File: config.mk
export PLATFORM = sky130hd
export DESIGN_NAME = pdp8_iobus
export DESIGN_NICKNAME = d
export VERILOG_FILES = /design/src/rtl/pdp8_iobus.sv
export SDC_FILE = /design/constraint.sdc
export NUM_CORES = 1
export LEC_CHECK = 0
export ABC_CLOCK_PERIOD_IN_PS = 4900
export BUFFER_PORTS_ARGS = -buffer_cell sky130_fd_sc_hd__clkbuf_2
export CORE_AREA = 10 10 82 84
export DETAILED_ROUTE_END_ITERATION = 6
export DIE_AREA = 0 0 92 94
export PLACE_DENSITY_LB_ADDON = 0.15
export RECOVER_POWER = 100
export SYNTH_ARGS = -nofsm -noshare
export SYNTH_HDL_FRONTEND = slang
export SYNTH_SLANG_ARGS = --single-unit
File: constraint.sdc
create_clock -name clk -period 4.9 [get_ports clk]
set_input_delay 0.49 -clock clk [delete_from_list [all_inputs] [get_ports clk]]
set_output_delay 0.49 -clock clk [all_outputs]
set_load 0.005 [all_outputs]
File: src/rtl/pdp8_iobus.sv
// Purpose: PDP-8 I/O bus concentrator: IOT response mux, interrupt mask, data-break arbiter.
// Latency: IOT responses combinational; io_interrupt 1 cycle; DMA grant 1 cycle, dma_done 1 cycle after io_ram_done.
// Backpressure: channels hold requests until dma_done; RAM port held until io_ram_done. Optional DMA: PDP8_IOBUS_DMA_EN.
module pdp8_iobus #(
    parameter int          NDEV     = 4,
    parameter int          NDMA     = 2,
    parameter logic [5:0]  MASK_DEV = 6'o77
) (
    input  logic                 clk,
    input  logic                 reset,
    input  logic                 iot,
    input  logic [11:0]          mb,
    input  logic [5:0]           io_select,
    input  logic [11:0]          io_data_in,
    output logic [11:0]          io_data_out,
    output logic                 io_data_avail,
    output logic                 io_skip,
    output logic                 io_clear_ac,
    output logic                 io_interrupt,
    input  logic [NDEV-1:0]      dev_selected,
    input  logic [NDEV-1:0]      dev_data_avail,
    input  logic [NDEV-1:0]      dev_skip,
    input  logic [NDEV-1:0]      dev_clear_ac,
    input  logic [NDEV-1:0]      dev_interrupt,
    input  logic [12*NDEV-1:0]   dev_data_out,
    output logic                 bus_conflict,
    input  logic [NDMA-1:0]      dma_read_req,
    input  logic [NDMA-1:0]      dma_write_req,
    input  logic [15*NDMA-1:0]   dma_ma,
    input  logic [12*NDMA-1:0]   dma_out,
    output logic [NDMA-1:0]      dma_done,
    output logic [11:0]          dma_in,
    output logic                 io_ram_read_req,
    output logic                 io_ram_write_req,
    output logic [14:0]          io_ram_ma,
    output logic [11:0]          io_ram_out,
    input  logic                 io_ram_done,
    input  logic [11:0]          io_ram_in
);

    logic [NDEV-1:0] mask;
    logic [NDEV-1:0] int_pend;
    logic            iot_q;
    logic            ctl_sel;
    logic            ctl_edge;
    logic            conflict_now;
    logic            unused_bits;

    // The control register answers only while its own device code is strobed;
    // side effects (mask write, conflict clear) happen once, on the iot rising edge.
    assign ctl_sel      = iot && (io_select == MASK_DEV);
    assign ctl_edge     = ctl_sel && !iot_q;
    assign conflict_now = ($countones(dev_selected) > 1);
    assign io_interrupt = |int_pend;
    assign unused_bits  = &{1'b0, mb[11:3], io_data_in};

    // Response mux: lowest selected slot wins; control register overrides all slots.
    always_comb begin
        logic        hit;
        logic [11:0] mask_ext;
        hit           = 1'b0;
        mask_ext      = '0;
        mask_ext[NDEV-1:0] = mask;
        io_data_out   = '0;
        io_data_avail = 1'b0;
        io_skip       = 1'b0;
        io_clear_ac   = 1'b0;
        for (int k = 0; k < NDEV; k++) begin
            if (!hit && dev_selected[k]) begin
                hit           = 1'b1;
                io_data_out   = dev_data_out[12*k +: 12];
                io_data_avail = dev_data_avail[k];
                io_skip       = dev_skip[k];
                io_clear_ac   = dev_clear_ac[k];
            end
        end
        if (ctl_sel) begin
            io_data_out   = mb[2] ? mask_ext : 12'd0;
            io_data_avail = mb[2];
            io_skip       = mb[0] && io_interrupt;
            io_clear_ac   = 1'b0;
        end
    end

    // Mask, interrupt latch and sticky conflict flag; a fresh conflict beats a clear in the same cycle.
    always_ff @(posedge clk) begin
        if (reset) begin
            iot_q        <= 1'b0;
            mask         <= '1;
            int_pend     <= '0;
            bus_conflict <= 1'b0;
        end else begin
            iot_q    <= iot;
            int_pend <= dev_interrupt & mask;
            if (ctl_edge && mb[1])
                mask <= io_data_in[NDEV-1:0];
            if (conflict_now)
                bus_conflict <= 1'b1;
            else if (ctl_edge && mb[2])
                bus_conflict <= 1'b0;
        end
    end

`ifdef PDP8_IOBUS_DMA_EN
    localparam int CH_W = (NDMA > 1) ? $clog2(NDMA) : 1;

    typedef enum logic [1:0] {
        ST_IDLE    = 2'd0,
        ST_BUSY    = 2'd1,
        ST_RECOVER = 2'd2
    } dma_state_t;

    dma_state_t      state_q, state_d;
    logic [CH_W-1:0] rr_ptr;
    logic [CH_W-1:0] ch_q;
    logic [CH_W-1:0] grant_ch;
    logic            grant_vld;
    logic            rd_q, wr_q;
    logic [14:0]     ma_q;
    logic [11:0]     out_q;
    logic [NDMA-1:0] done_q;
    logic [11:0]     din_q;

    // Round-robin search: first requesting channel at or after rr_ptr, wrapping.
    always_comb begin
        int idx;
        idx       = 0;
        grant_vld = 1'b0;
        grant_ch  = '0;
        for (int i = 0; i < NDMA; i++) begin
            idx = (int'(rr_ptr) + i) % NDMA;
            if (!grant_vld && (dma_read_req[idx] || dma_write_req[idx])) begin
                grant_vld = 1'b1;
                grant_ch  = CH_W'(idx);
            end
        end
    end

    // Arbiter next-state: one transfer in flight, one dead cycle between grants.
    always_comb begin
        state_d = state_q;
        case (state_q)
            ST_IDLE:    if (grant_vld)   state_d = ST_BUSY;
            ST_BUSY:    if (io_ram_done) state_d = ST_RECOVER;
            ST_RECOVER: state_d = ST_IDLE;
            default:    state_d = ST_IDLE;
        endcase
    end

    // Arbiter state register.
    always_ff @(posedge clk) begin
        if (reset) state_q <= ST_IDLE;
        else       state_q <= state_d;
    end

    // Transfer datapath: latch the granted channel, drive RAM, return completion.
    always_ff @(posedge clk) begin
        if (reset) begin
            rr_ptr <= '0;
            ch_q   <= '0;
            rd_q   <= 1'b0;
            wr_q   <= 1'b0;
            ma_q   <= '0;
            out_q  <= '0;
            done_q <= '0;
            din_q  <= '0;
        end else begin
            done_q <= '0;
            case (state_q)
                ST_IDLE: begin
                    if (grant_vld) begin
                        ch_q  <= grant_ch;
                        ma_q  <= dma_ma[15*int'(grant_ch) +: 15];
                        out_q <= dma_out[12*int'(grant_ch) +: 12];
                        rd_q  <= dma_read_req[grant_ch];
                        wr_q  <= !dma_read_req[grant_ch];
                    end
                end
                ST_BUSY: begin
                    if (io_ram_done) begin
                        rd_q         <= 1'b0;
                        wr_q         <= 1'b0;
                        done_q[ch_q] <= 1'b1;
                        din_q        <= io_ram_in;
                        rr_ptr       <= (ch_q == CH_W'(NDMA - 1)) ? '0 : ch_q + 1'b1;
                    end
                end
                default: ;
            endcase
        end
    end

    assign io_ram_read_req  = rd_q;
    assign io_ram_write_req = wr_q;
    assign io_ram_ma        = ma_q;
    assign io_ram_out       = out_q;
    assign dma_done         = done_q;
    assign dma_in           = din_q;
`else
    logic unused_dma;
    assign unused_dma       = &{1'b0, dma_read_req, dma_write_req, dma_ma, dma_out, io_ram_done, io_ram_in};
    assign io_ram_read_req  = 1'b0;
    assign io_ram_write_req = 1'b0;
    assign io_ram_ma        = '0;
    assign io_ram_out       = '0;
    assign dma_done         = '0;
    assign dma_in           = '0;
`endif

endmodule
==> impl_metrics.ini, run 1 <==
[critical_path]
cp_slowest_stage_delay_ps = 560
r2r.worst_path.cells = 2
slowest_stage = ha_1
reg2reg_slack_ps = 3450
reg2reg_to = mask[2]$_SDFFE_PP1P_
worstSetupEndpointType = output port
path_class = in -> out
crit_top_cell = clkbuf_1
startpoint_type = input port
arrival_ps = 2750
r2r_start = iot_q$_SDFF_PP0_
worstPathCellList = clkbuf_1 > inv_1 > ha_1 > nand3b_1 > a32o_1 > a31oi_1 > clkbuf_1
worstPathRequired_ps = 4410
worst-path-max-fanout = 30

[sta]
skew_ps = 2.92
slew_violations = 0
post-route-period-util = 0.662
worst_pin_slew_ps = 965
setup_viol = 0
relSlewSlack = 0.351
fmax_mhz = 308
setup_tns_ps = 0
hold_violations = 0
grt_setup_unrepaired = false
min_period_ps = 3240

[hold_path]
holdPathEnd = int_pend[3]$_SDFF_PP0_
worstHoldStart = dev_interrupt[3]
hp-class = in -> reg
holdPathStages = 3

[yosys]
syn_inst = 205
synth-edff-count = 0
synth.avg_cell_area_sq_um = 7.17
ys.flop_type = dfxtp_1
yosysTopAreaCell = buf_4
synthDistinctLibCells = 31
synth.cell_area_sq_um = 1470
ys_top_cells_by_area = buf_4 23%, dfxtp_1 14%, nand2_1 13%
synthArstFlopShare = 0
synth_top_area_share = 0.230
ys_warn_count = 0
synth-seq-cells = 10
seq_area_frac_synth = 0.136

[global_route]
grt_pass1_vias = 1643
grt_pass1_wl_um = 8600
grt_max_degree = 31
antenna_found_initial = 0
grt_usage = 0.121
grt.overflow.total = 0

[route]
dr.pass1.iters = 5
wl_met1_um = 2470
drcViolationCount = 0
wl_met3_um = 698
top_layer = met4
wl_met2_um = 2580
first_iter_violations = 54
drt-total-wl_um = 5810
avgViaCountPerCell = 4.42
vias = 1608
wl_per_cell_um = 16.0
ant_nets = 0

[die]
initial_core_util = 0.290
ioPinCount = 232
die_area_sq_um = 8650
die-height_um = 94
rows = 26
die_x_um = 92
core_sq_um = 5070

[place]
place.gp.congestion = 0.766
port_buffers = 100
hpwlAfterDp_um = 4850

[clock_network]
cts.repair.resized = 0
clkLatencyLatePin_ps = 240
hold_buffers = 0
htreeDepth = 1
cts_sinks = 10
path_clk_slew_ps = 50
cts_tree = built
postCtsSetupBuffers = 0
cts_root_buf = clkbuf_8
cts_buffer_depth = 2
cts_buffers = 3

[cells_and_area]
area_growth_pct = 22.6
n_antenna_cell = 0
drive_gt1_frac = 0.299
mostFrequentLayoutCell = clkbuf_2
final_cell_mix = 80 x clkbuf_2, 49 x nand2_1, 43 x conb_1
fillers = 587
final_util = 0.355
fin_nets = 471

[power]
p_leak_nw = 0.858
power.density_nw_per_um2 = 161
vdd_drop_max_v = 0.000118

[run_status]
status = completed

[job]
drv_cap = 0
-- flip-flops by register name, summed over array words and instances, names as in the netlist --
signal / flops
int_pend: 4
iot_q: 1
bus_conflict: 1
mask: 4
-- report_power, final --
| group | leakage (nW) | internal, W | switching, W |
|---|---|---|---|
| sequential | 0.0825 | 0.0000847 | 0.00000102 |
| combinational | 0.754 | 0.0000570 | 0.0000633 |
| clock | 0.0216 | 0.0000536 | 0.0000306 |
-- stage by stage --
stage          instances  setup slack, ps  hold slack [ps]  instance area [sq um]  power [W]
6_report             364             1660              453                   1800   0.000290
4_1_cts              364             1950              448                   1860   0.000300
3_3_place_gp         361             1950              445                   1820   0.000212
2_1_floorplan        247             2560              424                   1630   0.000178
3_5_place_dp         361             1960              450                   1820   0.000213
5_1_grt              364             1390              460                   1800   0.000313
-- layout make-up --
class | instances | area, sq um | share of cell area
Clock buffer | 3 | 41.3 | 0.0229
Tap cell | 70 | 87.6 | 0.0486
Sequential cell | 10 | 200 | 0.111
Timing Repair Buffer | 100 | 475 | 0.264
Multi-Input combinational cell | 176 | 978 | 0.543
Inverter | 5 | 18.8 | 0.0104
-- kinds of logic (layout without fill, tap and decap cells) --
group | after synthesis | in the layout | synth area share
AOI/OAI and AO/OA | 38 | 38 | 0.208
adders and majority gates | 3 | 3 | 0.0306
buffers and inverters | 61 | 108 | 0.285
DFF | 10 | 10 | 0.136
muxes | 4 | 4 | 0.0272
other | 1 | 43 | 0.00255
and+or+nand+nor | 88 | 88 | 0.311
-- routing by layer --
metal  GRT usage  up-vias
li1            -      803
met3      0.0504        5
met1       0.144      694
met2       0.198      106
met5           0        -
met4      0.0296        0
-- Yosys cell counts (2+ instances only) --
cell type  number
nand2_1        49
clkbuf_1        4
a211oi_1        5
nand3b_1       15
mux2i_1         4
a31oi_1         6
a32o_1         15
buf_4          45
ha_1            2
buf_2           5
inv_1           5
a21oi_1         9
nor2_1         13
buf_6           2
dfxtp_1        10
-- worst max-delay path: cells and delay by family --
kind	cells	cell delay, ps
AOI/OAI and AO/OA	2	480
buffers and inverters	3	910
adders and majority gates	1	560
and+or+nand+nor	1	310
-- worst max path at each step --
| stage | endpoint | from |
|---|---|---|
| global route | io_data_out[4] | dev_selected[0] |
| finish | io_data_out[2] | dev_selected[0] |
| global placement | io_data_avail | dev_selected[0] |
| detailed placement | io_skip | dev_selected[0] |
| floorplan | io_data_out[3] | dev_selected[0] |
| CTS | io_skip | dev_selected[0] |
No activity file was read; power rests on OpenSTA's default activity.
==> run 2, diff against run 1 <==
--- a/config.mk
+++ b/config.mk
@@ -5,11 +5,12 @@
 export SDC_FILE = /design/constraint.sdc
 export NUM_CORES = 1
 export LEC_CHECK = 0
-export ABC_CLOCK_PERIOD_IN_PS = 4900
+export ABC_CLOCK_PERIOD_IN_PS = 2800
 export BUFFER_PORTS_ARGS = -buffer_cell sky130_fd_sc_hd__clkbuf_2
-export CORE_AREA = 10 10 82 84
+export CORE_ASPECT_RATIO = 2
+export CORE_MARGIN = 10
+export CORE_UTILIZATION = 26
 export DETAILED_ROUTE_END_ITERATION = 6
-export DIE_AREA = 0 0 92 94
 export PLACE_DENSITY_LB_ADDON = 0.15
 export RECOVER_POWER = 100
 export SYNTH_ARGS = -nofsm -noshare
==> constraint.sdc (replaced) <==
create_clock -name clk -period 2.8 [get_ports clk]
set_input_delay 0.28 -clock clk [delete_from_list [all_inputs] [get_ports clk]]
set_output_delay 0.28 -clock clk [all_outputs]
set_load 0.005 [all_outputs]
==> impl_metrics.ini, run 2 (same netlist as run 1, synthesis figures left out) <==
[critical_path]
r2r.worst_path.cells = 2
worstPathCellList = clkbuf_1 > inv_1 > ha_1 > and3b_1 > clkbuf_1 > nand2_1 > a21oi_1 > clkbuf_1
path_class = in -> out
crit_top_cell = clkbuf_1
slowest_stage = and3b_1
cp_slowest_stage_delay_ps = 500
arrival_ps = 1970
worstSetupEndpointType = output port
crit_start = dev_selected[0]
reg2reg_slack_ps = 1010
r2r_start = iot_q$_SDFF_PP0_
worst-path-max-fanout = 10
startpoint_type = input port
reg2reg_to = mask[2]$_SDFFE_PP1P_
worstPathRequired_ps = 2520

[power]
vdd_drop_max_v = 0.000223
power_w = 0.000558
p_leak_nw = 0.902
power.density_nw_per_um2 = 303

[global_route]
grt_pass1_vias = 1893
grt_pass1_wl_um = 9440
grt.overflow.total = 0
grt_usage = 0.126
grt_max_degree = 19
antenna_found_initial = 0

[clock_network]
htreeDepth = 1
cts_root_buf = clkbuf_8
clkLatencyLatePin_ps = 240
cts_tree = built
cts_buffer_depth = 2
hold_buffers = 0
postCtsSetupBuffers = 0
path_clk_slew_ps = 50
cts_sinks = 10
cts.repair.resized = 0
cts_buffers = 3

[die]
die-height_um = 126
ioPinCount = 232
die_x_um = 73.2
initial_core_util = 0.269
die_area_sq_um = 9240
rows = 38
core_sq_um = 5470

[cells_and_area]
reg_top3 = int_pend x4, mask x4
fin_nets = 476
n_antenna_cell = 0
drive_gt1_frac = 0.327
final_util = 0.337
multiInputGateArea_sq_um = 978
final_cell_mix = 85 x clkbuf_2, 49 x nand2_1, 43 x conb_1
seqCellArea_sq_um = 200
fillers = 638
stdcell_area_sq_um = 1840
area_growth_pct = 25.4
mostFrequentLayoutCell = clkbuf_2

[place]
port_buffers = 100
place.gp.congestion = 0.710
hpwlAfterDp_um = 5310
dpl_cell_area_sq_um = 1840

[route]
ant_nets = 0
avgViaCountPerCell = 4.68
dr.pass1.iters = 4
vias = 1684
wl_per_cell_um = 17.5
drt-total-wl_um = 6300
drcViolationCount = 0
first_iter_violations = 51

[sta]
min_period_ps = 2250
skew_ps = 0.465
hold_violations = 0
slew_violations = 0
setup_viol = 0
worst_pin_slew_ps = 1370
fmax_mhz = 444
setup_tns_ps = 0
grt_setup_unrepaired = false
relSlewSlack = 0.0751
hold_ws_ps = 242
post-route-period-util = 0.805

[run_status]
status = completed

[hold_path]
holdPathEnd = int_pend[0]$_SDFF_PP0_
holdPathStages = 3
worstHoldStart = dev_interrupt[0]
hp-class = in -> reg

[job]
drv_cap = 0
[run 2: cell types whose count changed in the layout (fill, tap and decap cells not counted)]
| cell | before | now |
|---|---|---|
| clkbuf_2 | 80 | 85 |
| buf_4 | 0 | 4 |
| clkbuf_1 | 19 | 16 |
| buf_1 | 1 | 0 |
| clkbuf_8 | 3 | 4 |
| or2_0 | 0 | 1 |
| or2_1 | 1 | 0 |
[run 2: how the worst max path moves through the flow]
| stage | end | slack (ps) |
|---|---|---|
| after global placement | io_data_out[6] | 630 |
| after CTS | io_data_out[6] | 630 |
| after global routing | io_data_out[6] | 320 |
| after detailed placement | io_data_out[6] | 640 |
| final | io_data_out[6] | 550 |
| after floorplan | io_data_out[3] | 880 |
[run 2: layer usage]
layer,vias to the layer above,part of all wire,global-route usage
met5,-,0,0
met4,0,0.013,0.0247
met3,9,0.13,0.0507
met2,115,0.54,0.249
met1,747,0.32,0.110
li1,813,-,-
[run 2: report_power, final]
part / internal, W / leakage [nW] / switching (W)
clock network: 0.000124 / 0.0288 / 0.0000668
registers: 0.000148 / 0.0825 / 0.00000188
logic: 0.000105 / 0.791 / 0.000113
total: 0.000377 / 0.902 / 0.000181
[run 2: worst max-delay path: cells and delay by family]
family | cells | cell delay (ps)
AO/OA/AOI/OAI | 1 | 160
adder cells (fa/ha/maj) | 1 | 230
buffers and inverters | 4 | 710
AND/OR/NAND/NOR | 2 | 590
[run 2: final cells by class]
class                      instances  area share
multi-input combinational        176       0.531
timing repair buffer             105       0.280
inverter                           5      0.0102
clock buffer                       4      0.0299
tap                               60      0.0407
sequential                        10       0.109
[run 2: through the flow]
step / cells / setup slack, ps
3_3_place_gp: 356 / 632
6_report: 360 / 547
3_5_place_dp: 356 / 639
4_1_cts: 360 / 633
2_1_floorplan: 247 / 883
5_1_grt: 360 / 324
==> run 3, diff against run 2 <==
--- a/config.mk
+++ b/config.mk
@@ -5,11 +5,11 @@
 export SDC_FILE = /design/constraint.sdc
 export NUM_CORES = 1
 export LEC_CHECK = 0
-export ABC_CLOCK_PERIOD_IN_PS = 2800
+export ABC_CLOCK_PERIOD_IN_PS = 2300
 export BUFFER_PORTS_ARGS = -buffer_cell sky130_fd_sc_hd__clkbuf_2
 export CORE_ASPECT_RATIO = 2
 export CORE_MARGIN = 10
-export CORE_UTILIZATION = 26
+export CORE_UTILIZATION = 29
 export DETAILED_ROUTE_END_ITERATION = 6
 export PLACE_DENSITY_LB_ADDON = 0.15
 export RECOVER_POWER = 100
==> constraint.sdc (replaced) <==
create_clock -name clk -period 2.3 [get_ports clk]
set_input_delay 0.23 -clock clk [delete_from_list [all_inputs] [get_ports clk]]
set_output_delay 0.23 -clock clk [all_outputs]
set_load 0.005 [all_outputs]
==> impl_metrics.ini, run 3 (same netlist as run 1, synthesis figures left out) <==
[critical_path]
arrival_ps = 1730
path_class = in -> out
reg2reg_to = mask[0]$_SDFFE_PP1P_
worstPathRequired_ps = 2070
worstPathCellList = clkbuf_1 > inv_1 > ha_1 > and3b_1 > clkbuf_1 > nand2_1 > a21oi_1 > clkbuf_2
worst-path-max-fanout = 11
reg2reg_slack_ps = 560
r2r_start = iot_q$_SDFF_PP0_
r2r.worst_path.cells = 2
slowest_stage = and3b_1
cp_top_family = simple AND/OR/NAND/NOR gates
startpoint_type = input port
timing.critical_path.buf_inv = 4
crit_top_cell = clkbuf_1
crit_start = dev_selected[0]
cp_slowest_stage_delay_ps = 520
path_depth = 8
cp-endpoint = io_data_out[11]
worstSetupEndpointType = output port

[cells_and_area]
seqCellArea_sq_um = 200
multiInputGateArea_sq_um = 993
n_antenna_cell = 0
fillers = 575
fin_nets = 478
reg_top3 = int_pend x4, mask x4
mostFrequentLayoutCell = clkbuf_2
area_growth_pct = 26.8
final_cell_mix = 84 x clkbuf_2, 49 x nand2_1, 43 x conb_1
drive_gt1_frac = 0.328

[global_route]
grt_pass1_vias = 1902
antenna_found_initial = 0
grt.overflow.total = 0
grt_max_degree = 23
grt_pass1_wl_um = 9060
grt_usage = 0.127

[die]
rows = 36
die_area_sq_um = 8490
die-height_um = 121
die_x_um = 70.3
initial_core_util = 0.299
core_sq_um = 4910
ioPinCount = 232

[clock_network]
cts_root_buf = clkbuf_8
cts_buffer_depth = 2
htreeDepth = 1
clkLatencyLatePin_ps = 240
cts_sinks = 10
path_clk_slew_ps = 50
postCtsSetupBuffers = 0
cts.repair.resized = 0
cts_tree = built
hold_buffers = 0
cts_buffers = 3

[sta]
fmax_mhz = 510
worst_pin_slew_ps = 1310
slew_violations = 0
relSlewSlack = 0.116
setup_viol = 0
post-route-period-util = 0.853
setup_tns_ps = 0
skew_ps = 3.06
finalWorstSetupSlack_ps = 339
min_period_ps = 1960
hold_ws_ps = 195
grt_setup_unrepaired = false
hold_violations = 0

[power]
seqPwrFrac = 0.270
p_leak_nw = 0.908
swShare = 0.318
p_clk_frac = 0.338
vdd_drop_max_v = 0.000317
power.density_nw_per_um2 = 361
switchingPower_w = 0.000214
combPwrFrac = 0.392
power.internal_w = 0.000459
power_w = 0.000674

[place]
port_buffers = 100
hpwlAfterDp_um = 5040
place_ws_ps = 289
place.gp.congestion = 0.782

[route]
wl_per_cell_um = 16.5
first_iter_violations = 47
drt-total-wl_um = 5910
ant_nets = 0
dr.pass1.iters = 4
drcViolationCount = 0
avgViaCountPerCell = 4.66
vias = 1673

[job]
drv_cap = 0

[run_status]
status = completed

[hold_path]
hp-class = in -> reg
holdPathStages = 3
-- run 3: worst min-delay path by stage --
stage | from | endpoint | slack [ps]
after floorplan | reset | iot_q$_SDFF_PP0_ | 300
after global placement | dev_interrupt[1] | int_pend[1]$_SDFF_PP0_ | 440
after detailed placement | mask[1]$_SDFFE_PP1P_ | int_pend[1]$_SDFF_PP0_ | 440
after CTS | dev_interrupt[3] | int_pend[3]$_SDFF_PP0_ | 190
after global routing | dev_interrupt[3] | int_pend[3]$_SDFF_PP0_ | 210
final | dev_interrupt[3] | int_pend[3]$_SDFF_PP0_ | 190
-- run 3: final cells by class --
class                   count  share of cell area
well taps                  57              0.0383
inverters                   5              0.0101
flip-flops and latches     10               0.107
multi-input cells         176               0.533
clock buffers               4              0.0295
repair buffers            107               0.282
-- run 3: worst min-delay path, delay by kind of cell --
kind	cells	cell delay [ps]
buffers and inverters	1	80
AND/OR/NAND/NOR	2	80
-- run 3: layer usage --
| metal | GRT usage | wire (um) | part of all wire | vias to the layer above |
|---|---|---|---|---|
| met5 | 0 | 0 | 0 | - |
| met4 | 0.0298 | 72 | 0.012 | 0 |
| met3 | 0.0557 | 664 | 0.11 | 8 |
| met2 | 0.251 | 3150 | 0.53 | 99 |
| met1 | 0.111 | 2020 | 0.34 | 750 |
| li1 | - | - | - | 816 |
-- run 3: power by group through the flow --
| stage | combinational [W] | sequential, W | clock, W |
|---|---|---|---|
| after global routing | 0.000299 | 0.000183 | 0.000239 |
| after floorplan | 0.000193 | 0.000186 | 0 |
| after detailed placement | 0.000272 | 0.000187 | 0 |
| final | 0.000264 | 0.000182 | 0.000228 |
| after CTS | 0.000273 | 0.000183 | 0.000232 |
| after global placement | 0.000272 | 0.000187 | 0 |
-- run 3: per-stage QoR --
step | cell area (sq um) | util | instances
floorplan | 1630 | - | 247
global placement | 1850 | 0.377 | 355
detailed placement | 1850 | 0.377 | 355
CTS | 1910 | 0.388 | 359
global route | 1860 | 0.380 | 359
finish | 1860 | 0.380 | 359
